**src/rtl/media_campioni_if.sv**
```systemverilog
`default_nettype none
// ============================================================================
// media_campioni_if : sample-in / mean-out dav_/rfd handshake bundle  (rev 1.0)
// ============================================================================
interface media_campioni_if #(
  parameter int W = 8
);
  logic         dav_in_;
  logic [W-1:0] data_in;
  logic         rfd_in;
  logic         dav_out_;
  logic         rfd_out;
  logic [W-1:0] media;

  // master is the surrounding pipeline, slave is the averaging block
  modport master (
    output dav_in_, data_in, rfd_out,
    input  rfd_in, dav_out_, media
  );
  modport slave (
    input  dav_in_, data_in, rfd_out,
    output rfd_in, dav_out_, media
  );
endinterface
`default_nettype wire

```
**src/rtl/media_campioni.sv**
```systemverilog
`default_nettype none
// ============================================================================
// media_campioni : floor mean of 2**NLOG2 handshaked samples       (rev 1.0)
// ============================================================================
module media_campioni #(
  parameter int W     = 8,
  parameter int NLOG2 = 2
) (
  input  wire              clock,
  input  wire              reset,
  media_campioni_if.slave  bus
);

  typedef enum logic [1:0] {
    R0 = 2'd0,
    R1 = 2'd1,
    W0 = 2'd2,
    W1 = 2'd3
  } state_t;

  localparam logic [NLOG2-1:0] c_cnt_one = NLOG2'(1);

  state_t               r_state;
  logic                 r_rfd_in;
  logic                 r_dav_out_;
  logic [W-1:0]         r_media;
  logic [W+NLOG2-1:0]   r_sum;
  logic [NLOG2-1:0]     r_cnt;

  assign bus.rfd_in   = r_rfd_in;
  assign bus.dav_out_ = r_dav_out_;
  assign bus.media    = r_media;

  always_ff @(posedge clock) begin
    if (reset) begin
      r_state    <= R0;
      r_rfd_in   <= 1'b1;
      r_dav_out_ <= 1'b1;
      r_media    <= '0;
      r_sum      <= '0;
      r_cnt      <= '0;
    end else begin
      case (r_state)
        R0: begin
          if (!bus.dav_in_) begin
            r_sum    <= r_sum + {{NLOG2{1'b0}}, bus.data_in};
            r_cnt    <= r_cnt + c_cnt_one;
            r_rfd_in <= 1'b0;
            r_state  <= R1;
          end
        end
        R1: begin
          // wait for the producer to drop dav_in_ so one low phase = one sample
          if (bus.dav_in_) begin
            if (r_cnt == '0) begin
              r_media    <= r_sum[W+NLOG2-1:NLOG2];
              r_dav_out_ <= 1'b0;
              r_state    <= W0;
            end else begin
              r_rfd_in <= 1'b1;
              r_state  <= R0;
            end
          end
        end
        W0: begin
          if (!bus.rfd_out) begin
            r_dav_out_ <= 1'b1;
            r_sum      <= '0;
            r_state    <= W1;
          end
        end
        W1: begin
          if (bus.rfd_out) begin
            r_rfd_in <= 1'b1;
            r_state  <= R0;
          end
        end
        default: r_state <= R0;
      endcase
    end
  end

endmodule
`default_nettype wire

```
**src/flat_wrapper.sv**
```systemverilog
// flat-port wrapper written by rule: the top's interface ports become plain ports
module media_campioni_flat 
#(
  parameter int W     = 8,
  parameter int NLOG2 = 2
)
  (clock, reset, bus_dav_in_, bus_data_in, bus_rfd_out, bus_rfd_in, bus_dav_out_, bus_media);
  media_campioni_if #(.W(W)) bus_i ();
  input  wire clock;
  input  wire reset;
  input wire logic [$bits(bus_i.dav_in_)-1:0] bus_dav_in_;
  input wire logic [$bits(bus_i.data_in)-1:0] bus_data_in;
  input wire logic [$bits(bus_i.rfd_out)-1:0] bus_rfd_out;
  output wire logic [$bits(bus_i.rfd_in)-1:0] bus_rfd_in;
  output wire logic [$bits(bus_i.dav_out_)-1:0] bus_dav_out_;
  output wire logic [$bits(bus_i.media)-1:0] bus_media;
  assign bus_i.dav_in_ = bus_dav_in_;
  assign bus_i.data_in = bus_data_in;
  assign bus_i.rfd_out = bus_rfd_out;
  assign bus_rfd_in = bus_i.rfd_in;
  assign bus_dav_out_ = bus_i.dav_out_;
  assign bus_media = bus_i.media;
  media_campioni #(.W(W), .NLOG2(NLOG2)) u_core (.clock(clock), .reset(reset), .bus(bus_i));
endmodule
```
**config.mk**
```make
export PLATFORM = sky130hd
export DESIGN_NAME = media_campioni_flat
export DESIGN_NICKNAME = d
export VERILOG_FILES = /design/src/rtl/media_campioni_if.sv /design/src/rtl/media_campioni.sv /design/src/flat_wrapper.sv
export SDC_FILE = /design/constraint.sdc
export NUM_CORES = 1
export LEC_CHECK = 0
export BUFFER_PORTS_ARGS = -buffer_cell sky130_fd_sc_hd__clkbuf_2
export CORE_MARGIN = 2
export CORE_UTILIZATION = 30
export DETAILED_ROUTE_END_ITERATION = 12
export SETUP_SLACK_MARGIN = 0.4
export SYNTH_ARGS = -nofsm -noshare
export SYNTH_HDL_FRONTEND = slang
export SYNTH_SLANG_ARGS = --single-unit
export TNS_END_PERCENT = 10
```
**constraint.sdc**
```tcl
create_clock -name clock -period 2.8 [get_ports clock]
set_clock_uncertainty 0.1 [all_clocks]
set_input_delay 0.42 -clock clock [delete_from_list [all_inputs] [get_ports clock]]
set_output_delay 0.42 -clock clock [all_outputs]
set_load 0.05 [all_outputs]
```
==> results.ini, run 1 <==
[status]
status=finished clean

[synth]
ys_seq_elements=24
yosys.area.top_type=dfxtp_1
yosys-top-cells-area=dfxtp_1 (39%), ha_1 (9.1%), nand2_1 (7.6%)
synth_nets=171
synth_cell_types=41
yosys_warnings=0
synth_edf_count=0
avgSynthCellArea_um2=8.322
seq_area_frac_synth=0.3875
synth_area_um2=1240
synthArstFlopShare=0
ys.flop_type=dfxtp_1
yosysTopAreaCellShare=0.3875
synth_commonest_cells=nand2_1 (25), dfxtp_1 (24), a21oi_1 (15)
syn_inst=149
synth.most_common_cell=nand2_1

[floorplanning]
die_w_um=68.29
die_h_um=68.29
row_count=23
core_um2=4000
pin_count=22
initial_core_util=0.3100
die_area_um2=4664

[setup_path]
path_class=register to register
cp_data_required_time_ns=2.90
cpMaxStageDelayCell=or4_1
end_kind=register
path_cells=ha_1, inv_1, fa_1, nor2b_1, o31a_1, nor2_1, or4_1, a21boi_1
cp_top_family=simple AND/OR/NAND/NOR gates
r2r-start=u_core.r_sum[0]
cp.buffers_inverters=1
worst_setup_path_start_kind=register
critPathLaunch=u_core.r_sum[0]
cp.arrival_ns=2.27
max_stage_delay_ns=0.46
crit_fanout=3

[final_layout]
fin_nets=190
drive_gt1_frac=0.1677
antenna_cells=0
fin_util=0.3588
areaGrowthSynthToFinish_pct=15.74
final_cell_area_um2=1435
fill_cells=435

[grt]
antenna_found_initial=0
grt-ovfl-total=0
grt_pass1_wl_um=4388
grt_use_total=0.1235
grt_start_max_net_pins=26
grt_pass1_vias=1020

[clocking]
clk_pin_slew_worst_paths_ns=0.08
cts_tree=done
hold_buffers=0
cts_htree_levels=1
clkLatencyLatePin_ns=0.26
cts_resized=0
post_cts_buffers=0
cts_buffers=3
cts.path.max_buffers=2
cts-root-buf=clkbuf_8
clkSinkCount=24

[power_and_ir_drop]
ir_drop_v=0.0003728
combPwrFrac=0.227
p_sw_frac=0.2913
clkPwrFrac=0.292
power.density_nw_per_um2=554.3
power.switching_mw=0.2317
power_frac_seq=0.481
power_leakage_nw=0.6235
p_int_mw=0.5638

[worst_hold_path]
hold_path_class=register to register
hp-start=u_core.bus.dav_out_

[sta]
max_slew_margin=0.5653
fmax_mhz=462.4
setup_viol=0
fin_setup_tns_ns=0
post-route-period-util=0.7724
rsz0062_at_grt=false
min_period_ns=2.163
hold_viol=0
worst_pin_slew_ns=0.6471
slew_violations=0

[placement]
hpwl_um=1938
io_buffer_count=21
placed_area_um2=1380
gp_congestion=0.7915

[drt]
wl_per_cell_um=12.08
first_pass_iters=6
postRouteAntennaNets=0
drtIter0Drc=55
routed-via-count=1063
drc_errors=0
drt-total-wl_um=2621
vias_per_cell=4.899

[run]
maxCapViolCount=0

[flip-flops by register name (all words and copies together), names as in the netlist, named ones only]
name and flops:
u_core.bus.dav_out_ 1, u_core.r_sum 10, u_core.r_cnt 2, u_core.bus.rfd_in 1, u_core.r_state 1, u_core.bus.media 8
[worst min-delay path, delay by kind of cell (launching register included)]
kind	cells	cell delay, ns
simple gates	2	0.09
flops	1	0.32
[kinds of logic (layout without fill, tap and decap cells)]
| logic type | Yosys count | in the layout | synth area share |
|---|---|---|---|
| AOI/OAI and AO/OA | 37 | 37 | 0.2008 |
| adders and majority gates | 10 | 10 | 0.1070 |
| and+or+nand+nor | 58 | 58 | 0.2180 |
| xor gates and xnor gates | 4 | 4 | 0.02826 |
| DFF | 24 | 24 | 0.3875 |
| buffers and inverters | 15 | 33 | 0.04641 |
| muxes | 1 | 1 | 0.01211 |
[power groups by stage]
stage               Combinational, mW  Clock (mW)  Sequential, mW
global route                    0.204       0.252           0.386
CTS                             0.182       0.240           0.383
detailed placement              0.180           0           0.391
finish                          0.181       0.232           0.382
floorplan                       0.132           0           0.397
global placement                0.179           0           0.390
[per-stage QoR]
step / std cells / setup WS (ns) / hold slack, ns / power (mW)
finish: 217 / 0.6371 / 0.3448 / 0.7955
CTS: 217 / 0.6417 / 0.3507 / 0.8051
detailed placement: 213 / 0.4889 / 0.3373 / 0.5711
floorplan: 149 / 0.7038 / 0.3363 / 0.5291
global placement: 213 / 0.5322 / 0.3329 / 0.5691
global route: 217 / 0.4832 / 0.3845 / 0.8412
[metal layers]
| layer | part of all wire | GRT usage | routed length [µm] | vias up |
|---|---|---|---|---|
| met5 | 0 | 0 | 0 | - |
| li1 | - | - | - | 559 |
| met1 | 0.50 | 0.1557 | 1309 | 481 |
| met4 | 0.010 | 0.03500 | 27 | 0 |
| met3 | 0.041 | 0.03783 | 108 | 4 |
| met2 | 0.45 | 0.2027 | 1176 | 19 |
[area by class of cell]
cell class	count	area, µm²	area share
well taps	50	62.56	0.04359
multi-input cells	110	701.9	0.4891
clock buffers	4	55.05	0.03836
repair buffers	21	105.1	0.07323
inverters	8	30.03	0.02092
flip-flops and latches	24	480.5	0.3348
[path summary, 6_finish.rpt]
path,endpoint,slack [ns],cells after the start
max,u_core.r_sum[8],0.64,8
min,u_core.bus.dav_out_,0.34,2
max reg2reg,u_core.r_sum[8],0.64,8
min reg2reg,u_core.bus.dav_out_,0.34,2
[layout by cell type (no fill, tap or decap), drive strengths merged, types with 2 or more instances in the layout]
cell type   n
a21o        3
a21oi      15
a22oi       2
and3        2
clkbuf     25
dfxtp      24
ha          9
inv         8
nand2      25
nand3       4
nor2       13
nor3        2
o21a        3
o31ai       2
or4         3
xnor2       2
xor2        2
(Power assumes the default switching activity.)
==> inputs of run 2 (changes only) <==
==> constraint.sdc (replaced) <==
create_clock -name clock -period 1.8 [get_ports clock]
set_clock_uncertainty 0.1 [all_clocks]
set_input_delay 0.27 -clock clock [delete_from_list [all_inputs] [get_ports clock]]
set_output_delay 0.27 -clock clock [all_outputs]
set_load 0.05 [all_outputs]
==> run 2 against run 1 <==
Maximum frequency grew 10%. Critical endpoint unchanged. Combinational power grew 110%. First-iteration DRC count shrank 25%. Via count grew 5.3%. The flow now finishes with violations (negative setup slack). Routed wire length grew 3.2%. Global-route usage grew 1.0 points. Non-clock buffer count grew 19. Cell area grew 15%. Die area is the same. Clock-buffer cell count is the same. Sequential power grew 55%. Total power grew 68%. Highest routed layer unchanged.
==> results.ini, run 2 (same netlist as run 1, synthesis figures left out) <==
[placement]
place_inst=231  ; +8.5%
io_buffer_count=21  ; unchanged
placed_area_um2=1531  ; +11%
dp_slack_ns=-0.2371  ; -0.7260 ns
hpwl_um=2129  ; +9.9%
gp_congestion=0.8050  ; +1.7%

[floorplanning]
pin_count=22  ; unchanged
core_um2=4000  ; unchanged
die_area_um2=4664  ; unchanged
row_count=23  ; unchanged
die_w_um=68.29  ; unchanged
die_h_um=68.29  ; unchanged
initial_core_util=0.3100  ; unchanged

[setup_path]
cp_data_required_time_ns=1.90  ; -1.00 ns
cpMaxStageDelayCell=or4_1
path_cells=ha_4, inv_2, fa_2, nor2b_2, o31a_1, nor2_1, or4_1, a21boi_1
max_stage_delay_ns=0.46  ; about the same
cp.buffers_inverters=1  ; unchanged
cp.arrival_ns=2.06  ; -0.21 ns
worst_setup_path_start_kind=register
end_kind=register
crit_fanout=2  ; -1
reg2reg_setup_slack_ns=-0.16  ; -0.80 ns
path_class=register to register
cp_top_family=simple AND/OR/NAND/NOR gates

[run]
maxCapViolCount=0  ; unchanged

[clocking]
hold_buffers=0  ; unchanged
clkSinkCount=24  ; unchanged
clk_pin_slew_worst_paths_ns=0.09  ; about the same
clkLatencyLatePin_ns=0.26  ; about the same
cts.path.max_buffers=2  ; unchanged
cts_buffers=3  ; unchanged
cts-root-buf=clkbuf_8
cts_tree=done
cts_htree_levels=1  ; unchanged

[sta]
post-route-period-util=1.089  ; +0.3168
slew_violations=0  ; unchanged
setup_viol=4  ; +4
finalWorstSetupSlack_ns=-0.1606  ; -0.7977 ns
hold_viol=0  ; unchanged
worst_pin_slew_ns=0.2905  ; -0.3565 ns
fmax_mhz=510.0  ; +10%
min_period_ns=1.961  ; -0.2023 ns
rsz0062_at_grt=true
max_slew_margin=0.8063  ; +0.2410

[drt]
first_pass_iters=4  ; -2
drtIter0Drc=41  ; -25%
postRouteAntennaNets=0  ; unchanged
wl_per_cell_um=11.46  ; -5.1%
drt-total-wl_um=2704  ; +3.2%
vias_per_cell=4.742  ; -3.2%
routed-via-count=1119  ; +5.3%
drc_errors=0  ; unchanged

[final_layout]
regMostFlops=u_core.r_sum
final_common_cell=nand2_1
final_cell_area_um2=1649  ; +15%
largest_reg_flops=10  ; unchanged
antenna_cells=0  ; unchanged
areaGrowthSynthToFinish_pct=33.00
instances_no_fill=236  ; +8.8%
fin_util=0.4123  ; +0.05349
final_cell_mix=nand2_1 (25), clkbuf_2 (21), dfxtp_1 (21)
drive_gt1_frac=0.3280  ; +0.1603
fin_nets=209  ; +10%
fill_cells=423  ; -2.8%

[status]
status=finished with violations
failed_checks=negative setup slack

[power_and_ir_drop]
power.density_nw_per_um2=808.9  ; +46%
ir_drop_v=0.0004428  ; +19%
power_mw=1.334  ; +68%
power_leakage_nw=0.7233  ; +16%

[worst_hold_path]
hold_path_class=input port to register

[grt]
grt-ovfl-total=0  ; unchanged
antenna_found_initial=0  ; unchanged
grt_start_max_net_pins=15  ; -42%
grt_pass1_wl_um=4733  ; +7.9%
grt_use_total=0.1336  ; +0.01009
grt_pass1_vias=1111  ; +8.9%

run 2: cell type report:
type | count | area, µm² | area share
clock buffer | 4 | 55.05 | 0.03338
inverter | 8 | 30.03 | 0.01821
multi-input combinational | 110 | 765.7 | 0.4643
sequential | 24 | 484.2 | 0.2936
tap | 50 | 62.56 | 0.03794
timing repair buffer | 40 | 251.5 | 0.1525
run 2: tightest hold or removal path, delay by kind of cell:
family                 cells  cell delay [ns]
buffers and inverters      1             0.12
AND/OR/NAND/NOR            2             0.12
AO/OA/AOI/OAI              1             0.05
run 2: what timing repair did:
action                                  in CTS  in global routing
resized for setup                            5                  8
setup buffers                                1                  0
pin swaps                                    6                  8
endpoints found under the setup margin      20                 19
gates cloned                                 0                  0
run 2: metrics by stage:
step / setup TNS (ns) / hold slack [ns]
CTS: -0.5325 / 0.2226
global placement: -0.7809 / 0.3421
global route: -0.8281 / 0.2440
floorplan: -0.1361 / 0.3363
finish: -0.3848 / 0.2304
detailed placement: -0.8658 / 0.3375
run 2: power by group:
| part | leakage [nW] | total, mW | internal [mW] | switching [mW] |
|---|---|---|---|---|
| clock network | 0.0288 | 0.367 | 0.195 | 0.172 |
| registers | 0.197 | 0.591 | 0.566 | 0.0253 |
| logic | 0.498 | 0.375 | 0.184 | 0.192 |
| total | 0.723 | 1.33 | 0.945 | 0.389 |
run 2: metal layers:
| metal | vias to the layer above | wire length [µm] | global-route usage |
|---|---|---|---|
| met1 | 500 | 1344 | 0.1652 |
| met5 | - | 0 | 0 |
| li1 | 601 | - | - |
| met2 | 16 | 1260 | 0.2318 |
| met3 | 2 | 80 | 0.03454 |
| met4 | 0 | 18 | 0.03000 |
run 2: final timing paths:
check,startpoint,to,cells past startpoint
worst max-delay path,u_core.r_sum[0],u_core.r_sum[8],8
worst min-delay path,bus_rfd_out,register,4
worst max register to register,u_core.r_sum[0],u_core.r_sum[8],8
worst min register to register,u_core.bus.dav_out_,u_core.bus.dav_out_,2
==> inputs of run 3 (changes only) <==
--- a/config.mk
+++ b/config.mk
@@ -6,10 +6,13 @@
 export NUM_CORES = 1
 export LEC_CHECK = 0
 export BUFFER_PORTS_ARGS = -buffer_cell sky130_fd_sc_hd__clkbuf_2
+export CORE_ASPECT_RATIO = 0.8
 export CORE_MARGIN = 2
 export CORE_UTILIZATION = 30
 export DETAILED_ROUTE_END_ITERATION = 12
+export GPL_ROUTABILITY_DRIVEN = 0
 export SETUP_SLACK_MARGIN = 0.4
+export SLEW_MARGIN = 0
 export SYNTH_ARGS = -nofsm -noshare
 export SYNTH_HDL_FRONTEND = slang
 export SYNTH_SLANG_ARGS = --single-unit
==> run 3 against run 2 <==
Routed wire length increased by 5.9%. Die area about the same. Critical endpoint unchanged. Critical path depth unchanged. The run still ends with negative setup slack left. Highest routed layer unchanged. Largest power group unchanged.
==> results.ini, run 3 (same netlist as run 1, synthesis figures left out) <==
[drt]
drc_errors=0  ; unchanged
wl_per_cell_um=11.93  ; +4.2%
drt-total-wl_um=2864  ; +5.9%
first_pass_iters=4  ; unchanged
wl_met2_um=1242  ; -1.4%
routed.top_layer=met4
wl_met1_um=1475  ; +9.7%
routed-via-count=1137  ; +1.6%
drtIter0Drc=35  ; -15%
postRouteAntennaNets=0  ; unchanged
wl_met3_um=138  ; +73%
vias_per_cell=4.738  ; about the same

[sta]
slew_violations=0  ; unchanged
worst_pin_slew_ns=0.3752  ; +0.08464 ns
hold_viol=0  ; unchanged
max_slew_margin=0.7495  ; -0.05677
fin_setup_tns_ns=-0.4805  ; -0.09569 ns
fmax_mhz=510.0  ; about the same
rsz0062_at_grt=true
finalWorstSetupSlack_ns=-0.1609  ; -0.0003430 ns
min_period_ns=1.961  ; +0.0003430 ns
setup_viol=4  ; unchanged
post-route-period-util=1.089  ; about the same

[grt]
grt_use_total=0.1339  ; +0.0003189
grt_pass1_vias=1026  ; -7.7%
grt-ovfl-total=0  ; unchanged
antenna_found_initial=0  ; unchanged
grt_start_max_net_pins=18  ; +3
grt_pass1_wl_um=4795  ; +1.3%

[final_layout]
drive_gt1_frac=0.3189  ; -0.009038
final_cell_mix=nand2_1 (25), dfxtp_1 (22), clkbuf_2 (21)
areaGrowthSynthToFinish_pct=32.90  ; about the same
antenna_cells=0  ; unchanged
fin_nets=209  ; unchanged
instances_no_fill=240  ; +1.7%
largest_reg_flops=10  ; unchanged
final_common_cell=nand2_1
regMostFlops=u_core.r_sum

[run]
maxCapViolCount=0  ; unchanged

[setup_path]
cpMaxStageDelayCell=or4_1
cp.arrival_ns=2.06  ; about the same
end_kind=register
reg2reg_setup_slack_ns=-0.16  ; about the same
r2r_cells=8  ; unchanged
worst_setup_path_start_kind=register
cp_data_required_time_ns=1.90  ; about the same
r2r-start=u_core.r_sum[0]
path_class=register to register
max_stage_delay_ns=0.46  ; about the same
path_cells=ha_4, inv_2, fa_2, nor2b_2, o31a_1, nor2_1, or4_1, a21boi_1
crit_fanout=2  ; unchanged
r2r-end=u_core.r_sum[8]

[power_and_ir_drop]
power_mw=1.290  ; -3.3%
power.density_nw_per_um2=783.1  ; -3.2%
ir_drop_v=0.0004992  ; +13%
power_leakage_nw=0.7183  ; -0.69%

[status]
status=finished with violations
failed_checks=negative setup slack

[placement]
place_inst=236  ; +2.2%
hpwl_um=2203  ; +3.5%
io_buffer_count=21  ; unchanged

[clocking]
cts_tree=done
clkLatencyLatePin_ns=0.26  ; about the same
clk_pin_slew_worst_paths_ns=0.08  ; about the same
cts-root-buf=clkbuf_8
cts.path.max_buffers=2  ; unchanged
clkSinkCount=24  ; unchanged
cts_htree_levels=1  ; unchanged
cts_buffers=3  ; unchanged

[worst_hold_path]
hold_depth=2  ; -2
hp-start=reset
hold_path_end=u_core.r_state[0]
hold_path_class=input port to register

[floorplanning]
die_h_um=61.50  ; -9.9%
core_um2=3879  ; -3.0%
die_w_um=75.88  ; +11%
die_area_um2=4666  ; about the same
row_count=20  ; -13%
initial_core_util=0.3197  ; +0.009699
pin_count=22  ; unchanged

## run 3: cell count changes in the layout (fill, tap and decap cells not counted), sizes merged
| cell | before | now |
|---|---|---|
| clkbuf | 25 | 24 |
## run 3: final cells by class
type / instances / area, µm²
Tap cell: 55 / 68.82
Inverter: 8 / 30.03
Fill cell: 404 / 2231
Clock buffer: 3 / 41.29
Multi-Input combinational cell: 110 / 777.0
Sequential cell: 24 / 483.0
Timing Repair Buffer: 40 / 247.7
## run 3: worst max-delay path, delay by kind of cell (launching register included)
family	cells	cell delay, ns
buffers and inverters	1	0.03
adder cells (fa/ha/maj)	2	0.47
AND/OR/NAND/NOR	3	0.65
AO/OA/AOI/OAI	2	0.28
flip-flops	1	0.35
## run 3: stage by stage
step	cell area [µm²]	setup slack (ns)	hold WS (ns)	util
after floorplan	1256	-0.1361	0.3363	-
after CTS	1628	-0.1885	0.1986	0.4197
final	1648	-0.1609	0.2053	0.4248
after detailed placement	1538	-0.2415	0.3395	0.3965
after global routing	1648	-0.2605	0.2352	0.4248
after global placement	1538	-0.2558	0.3345	0.3965
## run 3: worst max path at each step
stage | endpoint | slack (ns) | start | cells after the start
after floorplan | u_core.r_sum[8] | -0.14 | u_core.r_sum[0] | 8
after global placement | u_core.r_sum[6] | -0.26 | bus_data_in[2] | 8
after detailed placement | u_core.r_sum[6] | -0.24 | bus_data_in[2] | 8
after CTS | u_core.r_sum[8] | -0.19 | u_core.r_sum[0] | 8
after global routing | u_core.r_sum[8] | -0.26 | u_core.r_sum[0] | 8
final | u_core.r_sum[8] | -0.16 | u_core.r_sum[0] | 8
## run 3: routing by layer
layer | global-route usage | up-vias
li1 | - | 596
met1 | 0.1927 | 517
met2 | 0.2081 | 22
met3 | 0.03601 | 2
met4 | 0.01504 | 0
met5 | 0 | -
## run 3: report_power, final
part	switching, mW	internal, mW
clock network	0.167	0.150
registers	0.0285	0.566
logic	0.195	0.185
total	0.390	0.901
## run 3: timing repair
action / in CTS / in global routing
buffers inserted: 1 / 0
resized for setup: 5 / 6
hold endpoints to repair: 0 / 0
gates cloned: 0 / 0
hold buffers: 0 / 0
pin swaps: 5 / 2
endpoints found under the setup margin: 21 / 21
